--- src/rtl/outport_pkg.sv ---
// Shared types for the output port: the CPU-side handshake state.
package outport_pkg;

   typedef enum logic {
      C_IDLE = 1'b0,
      C_HOLD = 1'b1
   } cpu_state_t;

endpackage

--- src/rtl/sync_fifo_fwft.sv ---
// Single-clock first-word-fall-through FIFO: the head word is always on dout.
module sync_fifo_fwft #(
   parameter int WIDTH = 8,
   parameter int DEPTH = 4,
   localparam int AW = $clog2(DEPTH)
) (
   input  logic             clk,
   input  logic             rst_n,
   input  logic             push,
   input  logic [WIDTH-1:0] din,
   input  logic             pop,
   output logic [WIDTH-1:0] dout,
   output logic [AW:0]      count,
   output logic             full,
   output logic             empty
);

   localparam logic [AW:0] FULL_CNT = (AW+1)'(DEPTH);

   logic [WIDTH-1:0] mem [DEPTH];
   logic [AW-1:0]    wr_ptr;
   logic [AW-1:0]    rd_ptr;

   // NOTE: storage has no reset; only pointers and count define what is valid, and a resettable array costs flops.
   always_ff @(posedge clk) begin
      if (push) mem[wr_ptr] <= din;
   end

   // NOTE: sequential state uses non-blocking assignments so every register samples pre-edge values.
   always_ff @(posedge clk or negedge rst_n) begin
      if (!rst_n) begin
         wr_ptr <= '0;
         rd_ptr <= '0;
         count  <= '0;
      end else begin
         if (push) wr_ptr <= wr_ptr + AW'(1);
         if (pop)  rd_ptr <= rd_ptr + AW'(1);
         case ({push, pop})
            2'b10:   count <= count + (AW+1)'(1);
            2'b01:   count <= count - (AW+1)'(1);
            default: count <= count;
         endcase
      end
   end

   assign dout  = mem[rd_ptr];
   assign full  = (count == FULL_CNT);
   assign empty = (count == '0);

endmodule

--- src/rtl/outport_fifo.sv ---
// Output port: CPU writes with a held strobe and registered ack, device drains a FWFT FIFO.
module outport_fifo
   import outport_pkg::*;
#(
   parameter int WIDTH = 8,
   parameter int DEPTH = 4,
   localparam int AW = $clog2(DEPTH)
) (
   input  logic             clk,
   input  logic             rst_n,
   input  logic             we,
   input  logic [WIDTH-1:0] d,
   output logic             ack,
   output logic             full,
   output logic [AW:0]      count,
   output logic [WIDTH-1:0] dev_q,
   output logic             dev_valid,
   input  logic             dev_take
);

   cpu_state_t state;
   logic       push;
   logic       pop;
   logic       empty;

   // One push per we assertion: only the idle state may push.
   assign push      = (state == C_IDLE) & we & ~full;
   assign pop       = dev_take & ~empty;
   assign dev_valid = ~empty;

   always_ff @(posedge clk or negedge rst_n) begin
      if (!rst_n) begin
         state <= C_IDLE;
         ack   <= 1'b0;
      end else begin
         case (state)
            C_IDLE: begin
               if (push) begin
                  state <= C_HOLD;
                  ack   <= 1'b1;
               end else begin
                  ack <= 1'b0;
               end
            end
            C_HOLD: begin
               if (!we) begin
                  state <= C_IDLE;
                  ack   <= 1'b0;
               end
            end
            default: begin
               state <= C_IDLE;
               ack   <= 1'b0;
            end
         endcase
      end
   end

   sync_fifo_fwft #(
      .WIDTH(WIDTH),
      .DEPTH(DEPTH)
   ) u_fifo (
      .clk   (clk),
      .rst_n (rst_n),
      .push  (push),
      .din   (d),
      .pop   (pop),
      .dout  (dev_q),
      .count (count),
      .full  (full),
      .empty (empty)
   );

endmodule

--- config.mk ---
export PLATFORM = sky130hd
export DESIGN_NAME = outport_fifo
export DESIGN_NICKNAME = d
export VERILOG_FILES = /design/src/rtl/outport_pkg.sv /design/src/rtl/sync_fifo_fwft.sv /design/src/rtl/outport_fifo.sv
export SDC_FILE = /design/constraint.sdc
export NUM_CORES = 1
export LEC_CHECK = 0
export BUFFER_PORTS_ARGS = -buffer_cell sky130_fd_sc_hd__buf_2
export CELL_PAD_IN_SITES_DETAIL_PLACEMENT = 1
export CELL_PAD_IN_SITES_GLOBAL_PLACEMENT = 2
export CORE_MARGIN = 2
export CORE_UTILIZATION = 44
export CTS_CLUSTER_DIAMETER = 50
export DETAILED_ROUTE_END_ITERATION = 10
export PLACE_DENSITY = 0.81
export SYNTH_ARGS = -nofsm -noshare
export SYNTH_HDL_FRONTEND = slang
export SYNTH_SLANG_ARGS = --single-unit
--- constraint.sdc ---
create_clock -name clk -period 2.8 [get_ports clk]
set_clock_uncertainty 0.05 [all_clocks]
set_input_delay 0.42 -clock clk [delete_from_list [all_inputs] [get_ports clk]]
set_output_delay 0.42 -clock clk [all_outputs]
set_load 0.01 [all_outputs]
After elaboration in Yosys (flattened, before gate mapping)
Memory sizes are Yosys's and may differ from the RTL's.
Cells that the tools add are included.
{"block": "word_totals", "memories": 1, "register_bits": 9, "ram_bits": 32}
{"block": "op_classes", "addsub": 4, "n_mux": 7, "n_reduce_logical": 2, "eq_ne": 4, "bitwise_logic": 6}
{"memory": "u_fifo.mem", "depth": 4, "word_bits": 8, "read_ports": 1, "rd_clocked_by_memory_dff": 0, "wr": 1, "line": "sync_fifo_fwft.sv:20", "source": "logic [WIDTH-1:0] mem [DEPTH];"}
{"cell": "3-bit case mux with 2 select lines", "count": 1}
{"cell": "2-bit by 1-bit adder with 2-bit output, second input constant", "count": 2}
{"cell": "1-bit two-way mux", "count": 4}
{"cell": "1-bit case mux with 2 select lines", "count": 2}
{"cell": "3-bit by 1-bit adder with 3-bit output, second input constant", "count": 1}
{"cell": "1-bit bitwise AND", "count": 3}
{"cell": "3-bit equality test, second input constant", "count": 1}
{"cell": "3-bit zero test", "count": 1}
{"cell": "1-bit NOT", "count": 3}
{"cell": "3-bit by 1-bit subtractor with 3-bit output, second input constant", "count": 1}
{"cell": "2-bit by 1-bit equality test with 1-bit output, second input constant", "count": 1}
{"cell": "2-bit equality test, second input constant", "count": 1}
{"cell": "2-bit != test, second input constant", "count": 1}
{"cell": "2-bit nonzero test", "count": 1}

Depth between registers and ports, before layout
Gate-level depths: netlist of the first run.
{"block": "depth", "word_depth": 5, "mapped_depth": 9}

Hierarchy
From an unflattened synthesis of the first run, not the netlist that was laid out.
{"block": "unflattened", "cells_unflattened": 90, "area_unflattened_um2": 1646.6}
{"mod": "sync_fifo_fwft", "cells_each": 79, "area_each_um2": 1551.5, "instances": 1}
{"mod": "outport_fifo", "cells_each": 11, "area_each_um2": 95.1, "instances": 1}

Worst setup path after synthesis of the first run
Ideal clock, no wire load.
{"block": "synth_path", "path_type": "reg-to-reg", "startpoint": "register u_fifo.count[0]", "endpoint": "register u_fifo.count[2]", "stages_incl_launch_ff": 10, "setup_ps": 79, "n_path_buf": 0, "arrival_ps": 1911, "setup_slack_ps": 760, "period_less_slack_ps": 2040, "cell_sequence": "dfrtp_1 -> nor3b_4 -> nor3b_4 -> inv_1 -> ha_1 -> inv_1 -> fa_1 -> xor2_1 -> nor2_1 -> xor2_1"}
{"block": "synth_between", "elab_chain_cells": 5, "elab_cells_between_ends": 12}
{"item": "start: declaration", "line": "sync_fifo_fwft.sv:13", "source": "output logic [AW:0] count,"}
{"item": "start signal: assignment", "line": "sync_fifo_fwft.sv:39", "source": "2'b10: count <= count + (AW+1)'(1);"}
{"item": "start signal: assignment", "line": "sync_fifo_fwft.sv:40", "source": "2'b01: count <= count - (AW+1)'(1);"}
{"item": "start signal: assignment", "line": "sync_fifo_fwft.sv:41", "source": "default: count <= count;"}
{"item": "3-bit equality test *", "line": "sync_fifo_fwft.sv:47", "source": "assign full = (count == FULL_CNT);"}
{"item": "via full", "line": "outport_fifo.sv:14", "source": "output logic full,"}
{"item": "1-bit NOT *", "line": "outport_fifo.sv:27", "source": "assign push = (state == C_IDLE) & we & ~full;"}
{"item": "1-bit bitwise AND *", "line": "outport_fifo.sv:27"}
{"item": "2-bit by 1-bit equality test with 1-bit output / 2-bit equality test (equally long branches)", "line": "sync_fifo_fwft.sv:38", "source": "case ({push, pop})"}
{"item": "3-bit case mux with 2 select lines / 2-bit nonzero test (equally long branches)"}
The timed path passes the listed nets; every way through them passes the cells marked *.
A chain may end at the register's enable or synchronous reset.

Worst setup path after layout of the first run
{"block": "layout_path", "startpoint": "register u_fifo.rd_ptr[0]", "endpoint": "output dev_q[2]"}
{"block": "layout_between", "elab_chain_cells": 1}
{"item": "start: declaration", "line": "sync_fifo_fwft.sv:22", "source": "logic [AW-1:0] rd_ptr;"}
{"item": "start signal: assignment", "line": "sync_fifo_fwft.sv:37", "source": "if (pop) rd_ptr <= rd_ptr + AW'(1);"}
{"item": "memory read 4 x 8 bit"}
{"item": "end: declaration", "line": "outport_fifo.sv:16", "source": "output logic [WIDTH-1:0] dev_q,"}
No other way between the ends.

==> impl_metrics.env, run 1 <==
export IMPL_yosysWarnings=0
export IMPL_synth_area_mux_share=0.1229
export IMPL_ys_seq_area_frac=0.7106
export IMPL_cpPeakStageDelay_ps=750
export IMPL_fp_dieW_um=65.59
export IMPL_synth_area_leaders="edfxtp_1 58%, dfrtp_1 13%, mux4_2 11%, ha_1 3.7%, nor3b_4 2.2%"
export IMPL_finalSetupTns_ps=0
export IMPL_firstDrtPassIters=4
export IMPL_antenna_found_initial=0
export IMPL_grt_overflow=0
export IMPL_first_global_vias=883
export IMPL_min_path_type="primary input to flop"
export IMPL_cp_arrival_ps=1780
export IMPL_core_um2=3661
export IMPL_place_area_um2=1846
export IMPL_numCtsBuffers=5
export IMPL_critical_path_class="flop to output pin"
export IMPL_route_met3_wl_um=109
export IMPL_synth_compound_area_share=0.01499
export IMPL_fp_dieH_um=65.59
export IMPL_whs_ps=289.3
export IMPL_timing_final_max_slew_violations=0
export IMPL_rows=22
export IMPL_synthToLayoutAreaGrowth_pct=19.42
export IMPL_gp_congestion=0.7674
export IMPL_final_cell_area_um2=1993
export IMPL_hpwlAfterDp_mm=1.897
export IMPL_synth_commonest_cells="32 x edfxtp_1, 9 x dfrtp_1, 8 x mux4_2"
export IMPL_rsz0062_at_grt="no"
export IMPL_cts_hold_fix_buffers=1
export IMPL_cp_end_kind="output pin"
export IMPL_ios=26
export IMPL_highest_layer="met4"
export IMPL_diodes=0
export IMPL_path_cells="mux4_2 -> buf_2"
export IMPL_synthAdderAreaFrac=0.04948
export IMPL_cts_tree="yes"
export IMPL_fmax_mhz=444.5
export IMPL_cts_resized=0
export IMPL_crit_fanout=10
export IMPL_synthArstFlopShare=0.2195
export IMPL_dieArea_um2=4302
export IMPL_numPortBuffers=25
export IMPL_leakagePower_uw=0.0007695
export IMPL_start_util=0.4559
export IMPL_yosys_area_top_type="edfxtp_1"
export IMPL_cp_slowest_cell="dfrtp_1"
export IMPL_yosys_cell_types_count=20
export IMPL_synth_nets=102
export IMPL_dr_wl_met2_mm=1.550
export IMPL_wl_met1_mm=1.060
export IMPL_via_per_inst=5.000
export IMPL_fin_crit_ps=2250
export IMPL_setup_viol=0
export IMPL_cts_htree_levels=2
export IMPL_grt_usage=0.1533
export IMPL_cp_required_ps=2330
export IMPL_clock_latency_ps=290
export IMPL_relSlewSlack=0.5795
export IMPL_synth_top_area_frac=0.5757
export IMPL_drcViolationCount=0
export IMPL_synth_top_family_by_area="multiplexers"
export IMPL_netlist_area_um2=1669
export IMPL_clkTransAtPathRegs_ps=80
export IMPL_critPathLaunchType="flop"
export IMPL_finalNetCount=133
export IMPL_power_density_nw_per_um2=1030
export IMPL_drt_iter0_markers=45
export IMPL_maxCapViolCount=0
export IMPL_synth_seq_cells=41
export IMPL_wirelength_mm=2.748
export IMPL_tightestPinTransition_ps=630.7
export IMPL_grt_pass1_wl_mm=4.491
export IMPL_status="finished clean"
export IMPL_synth_edf_count=32
export IMPL_grt_max_degree=15
export IMPL_cts_root_buf="clkbuf_8"
export IMPL_syn_avg_cell_area_um2=19.87
export IMPL_synth_simple_area_share=0.04948
export IMPL_clock_sinks=41
export IMPL_period_share=0.8034
export IMPL_ant_nets=0
export IMPL_wl_per_cell_um=16.76
export IMPL_synth_xor_area_share=0.03148
export IMPL_vdd_drop_max_mv=0.4523
export IMPL_finalHoldViolCount=0
export IMPL_num_vias=820
export IMPL_post_cts_repair_setup_buffers=0
export IMPL_cts_max_path_buffers=2
export IMPL_syn_inst=84
export IMPL_layout_drive_gt1_share=0.4310
export IMPL_synthFlopType="edfxtp_1"
export IMPL_post_synth_top_count_cell="edfxtp_1"
-- critical path: cells and delay by family, from the launching register on --
family | cells | cell delay (ps)
buffers and inverters | 1 | 150
flip-flops | 1 | 750
multiplexers | 1 | 590
-- kinds of logic (layout without fill, tap and decap cells) --
| logic type | Yosys count | in the layout |
|---|---|---|
| flip-flops | 41 | 41 |
| multiplexers | 10 | 10 |
| AND/OR/NAND/NOR | 9 | 9 |
| buffers and inverters | 9 | 41 |
| adder cells (fa/ha/maj) | 6 | 6 |
| XOR/XNOR | 6 | 6 |
| AO/OA/AOI/OAI | 3 | 3 |
-- placed cells by master (no fill, tap or decap), types with 2 or more instances in the layout --
cell	Yosys	layout
ha_1	5	5
edfxtp_1	32	32
xnor2_1	3	3
buf_2	1	25
and2_2	4	4
bufinv_16	0	2
dfrtp_1	9	9
inv_1	7	7
nor3b_4	2	2
xor2_1	3	3
clkbuf_8	0	5
mux4_2	8	8
-- sequential cells by signal, summed over array words and instances, names as in the netlist --
signal / flops
ack: 1
u_fifo.mem: 32
u_fifo.count: 3
state: 1
u_fifo.wr_ptr: 2
u_fifo.rd_ptr: 2
-- metal layers --
layer	global-route usage	vias to the layer above
met3	0.05993	4
met2	0.2564	16
li1	-	374
met4	0.05469	0
met5	0	-
met1	0.1797	426
-- per-stage QoR --
stage                 util  setup slack (ps)  std cells  power (uW)
finish              0.5444             550.4        164        2053
global route        0.5444             431.2        164        2179
CTS                 0.5444             507.5        164        2087
detailed placement  0.5041             711.1        155        1520
global placement    0.5041             803.2        155        1488
floorplan                -             759.6         84        1309
-- final cells by class --
class | count | area (um2)
clock buffers | 5 | 68.82
clock inverters | 3 | 68.82
fillers | 347 | 1668
inverters | 7 | 26.28
multi-input cells | 34 | 447.9
flip-flops and latches | 41 | 1186
well taps | 48 | 60.06
repair buffers | 26 | 135.1
-- report_power, final --
| group | leakage, uW | total [uW] | switching (uW) | internal, uW |
|---|---|---|---|---|
| registers | 0.000397 | 920 | 143 | 777 |
| clock network | 0.0000687 | 563 | 204 | 359 |
| logic | 0.000304 | 570 | 259 | 311 |
-- path summary, 6_finish.rpt --
check	slack [ps]	start	cells after the start	end
worst min-delay path	290	d[5]	1	u_fifo.mem[1][5]
worst min register to register	430	ack	1	ack
max in group asynchronous	2020	rst_n	2	u_fifo.rd_ptr[0]
worst max-delay path	550	u_fifo.rd_ptr[0]	2	dev_q[2]
worst max register to register	720	u_fifo.count[0]	9	u_fifo.count[2]
min in group asynchronous	480	rst_n	2	u_fifo.count[2]
Power figures use the tool's default switching activity.
==> inputs of run 2 (changes only) <==
--- a/config.mk
+++ b/config.mk
@@ -9,10 +9,10 @@
 export CELL_PAD_IN_SITES_DETAIL_PLACEMENT = 1
 export CELL_PAD_IN_SITES_GLOBAL_PLACEMENT = 2
 export CORE_MARGIN = 2
-export CORE_UTILIZATION = 44
+export CORE_UTILIZATION = 41
 export CTS_CLUSTER_DIAMETER = 50
 export DETAILED_ROUTE_END_ITERATION = 10
-export PLACE_DENSITY = 0.81
+export PLACE_DENSITY = 0.76
 export SYNTH_ARGS = -nofsm -noshare
 export SYNTH_HDL_FRONTEND = slang
 export SYNTH_SLANG_ARGS = --single-unit
==> constraint.sdc (replaced) <==
create_clock -name clk -period 2.29 [get_ports clk]
set_clock_uncertainty 0.05 [all_clocks]
set_input_delay 0.3435 -clock clk [delete_from_list [all_inputs] [get_ports clk]]
set_output_delay 0.3435 -clock clk [all_outputs]
set_load 0.01 [all_outputs]
==> run 2 against run 1 <==
Effect of this change:
- via count fell by 2.3%
- global-route usage down 1.6 points
- total power increased by 23%
- setup slack worse by 320 ps
- routed wire length is 2.5% lower
- die area up 6.9%
- register-to-register slack worse by 490 ps
- first-iteration DRC count decreased by 24%
- clock power grew 23%
- largest cell class unchanged
- highest routed layer unchanged
==> impl_metrics.env, run 2 (synthesis gave the netlist of run 1 again) <==
export IMPL_clock_latency_ps=290
export IMPL_crit_family="multiplexers"
export IMPL_fp_dieW_um=67.81
export IMPL_tightestPinTransition_ps=409.5
export IMPL_finalSetupTns_ps=0
export IMPL_rsz0062_at_grt="no"
export IMPL_wl_per_cell_um=16.05
export IMPL_post_cts_repair_setup_buffers=0
export IMPL_place_ws_ps=228.7
export IMPL_period_share=0.8993
export IMPL_numPortBuffers=25
export IMPL_grt_overflow=0
export IMPL_timing_final_max_slew_violations=0
export IMPL_grt_pass1_wl_mm=4.202
export IMPL_largest_reg_flops=32
export IMPL_finalNetCount=134
export IMPL_rr_worst_depth=9
export IMPL_drcViolationCount=0
export IMPL_ant_nets=0
export IMPL_antenna_found_initial=0
export IMPL_drt_iter0_markers=34
export IMPL_relSlewSlack=0.7270
export IMPL_cp_required_ps=1900
export IMPL_power_density_nw_per_um2=1259
export IMPL_numCtsBuffers=5
export IMPL_cts_max_path_buffers=2
export IMPL_holdPathStages=1
export IMPL_cts_tree="yes"
export IMPL_layout_drive_gt1_share=0.4359
export IMPL_r2r_slack_ps=230
export IMPL_num_vias=801
export IMPL_leakagePower_uw=0.0007743
export IMPL_holdPathEnd="u_fifo.mem[1][2]"
export IMPL_maxCapViolCount=0
export IMPL_dieArea_um2=4598
export IMPL_crit_fanout=6
export IMPL_fp_dieH_um=67.81
export IMPL_start_util=0.4203
export IMPL_clkTransAtPathRegs_ps=80
export IMPL_cp_end_kind="output pin"
export IMPL_firstDrtPassIters=4
export IMPL_vdd_drop_max_mv=0.6464
export IMPL_core_um2=3971
export IMPL_via_per_inst=4.796
export IMPL_top_register="u_fifo.mem"
export IMPL_min_path_type="primary input to flop"
export IMPL_critPathLaunchType="flop"
export IMPL_layout_common_cells="32 x edfxtp_1, 25 x buf_2, 9 x dfrtp_1, 8 x mux4_2, 7 x inv_1"
export IMPL_gp_congestion=0.6263
export IMPL_cp_arrival_ps=1670
export IMPL_status="finished clean"
export IMPL_layout_commonest_cell="edfxtp_1"
export IMPL_final_cell_area_um2=2003
export IMPL_first_global_vias=869
export IMPL_finalHoldViolCount=0
export IMPL_synthToLayoutAreaGrowth_pct=20.01
export IMPL_r2r_end="u_fifo.count[2]"
export IMPL_r2r_start="u_fifo.count[0]"
export IMPL_path_cells="buf_4 -> mux4_2 -> buf_2"
export IMPL_rows=23
export IMPL_place_area_um2=1856
export IMPL_fin_crit_ps=2059
export IMPL_cpPeakStageDelay_ps=520
export IMPL_critical_path_class="flop to output pin"
export IMPL_fill_cells=384
export IMPL_wirelength_mm=2.680
export IMPL_clock_sinks=41
export IMPL_hpwlAfterDp_mm=1.904
export IMPL_fin_ws_ps=230.7
export IMPL_cts_root_buf="clkbuf_8"
export IMPL_fmax_mhz=485.6
export IMPL_ios=26
export IMPL_min_from="d[2]"
export IMPL_diodes=0
export IMPL_cp_slowest_cell="mux4_2"
export IMPL_setup_viol=0
export IMPL_grt_usage=0.1369
export IMPL_grt_max_degree=15
export IMPL_cp_num_buf_inv=2
export IMPL_cts_htree_levels=2
export IMPL_reg_top3="u_fifo.mem x32, u_fifo.count x3"
## run 2: cell types whose count changed in the layout (fill, tap and decap cells not counted), sizes merged
cell / change
buf: +1
## run 2: worst max path at each step
stage,end,cells past startpoint,start
4_1_cts,dev_q[7],3,u_fifo.rd_ptr[0]
2_1_floorplan,u_fifo.count[2],9,u_fifo.count[0]
6_report,dev_q[7],3,u_fifo.rd_ptr[0]
3_3_place_gp,u_fifo.count[2],9,u_fifo.count[0]
3_5_place_dp,u_fifo.count[2],9,u_fifo.count[0]
5_1_grt,dev_q[7],3,u_fifo.rd_ptr[0]
## run 2: per-layer routing
layer | global-route usage | vias to the layer above | wire length [um]
li1 | - | 375 | -
met3 | 0.06167 | 6 | 107
met2 | 0.2096 | 17 | 1396
met4 | 0.06750 | 0 | 44
met1 | 0.1644 | 403 | 1132
met5 | 0 | - | 0
## run 2: timing repair
action / 4_1_cts / 5_1_grt
gates resized for setup: 0 / 0
hold buffers: 1 / 0
endpoints found under the hold margin: 9 / 0
## run 2: per-stage QoR
step	std cells	util	hold slack, ps	power, uW
after detailed placement	158	0.4672	162.8	1868
final	167	0.5044	209.3	2522
after global placement	158	0.4672	158.0	1843
after floorplan	84	-	-2.091	1601
after global routing	167	0.5044	195.5	2684
after CTS	167	0.5044	198.0	2569
## run 2: power breakdown
part           internal (uW)  switching, uW
clock network            439            254
registers                951            134
logic                    392            351
## run 2: cell type report
type,count,area (um2),area share
sequential,41,1186,0.5921
timing repair buffer,27,142.6,0.07121
tap,50,62.56,0.03123
inverter,7,26.28,0.01312
clock inverter,3,68.82,0.03435
clock buffer,5,68.82,0.03435
multi-input combinational,34,447.9,0.2236
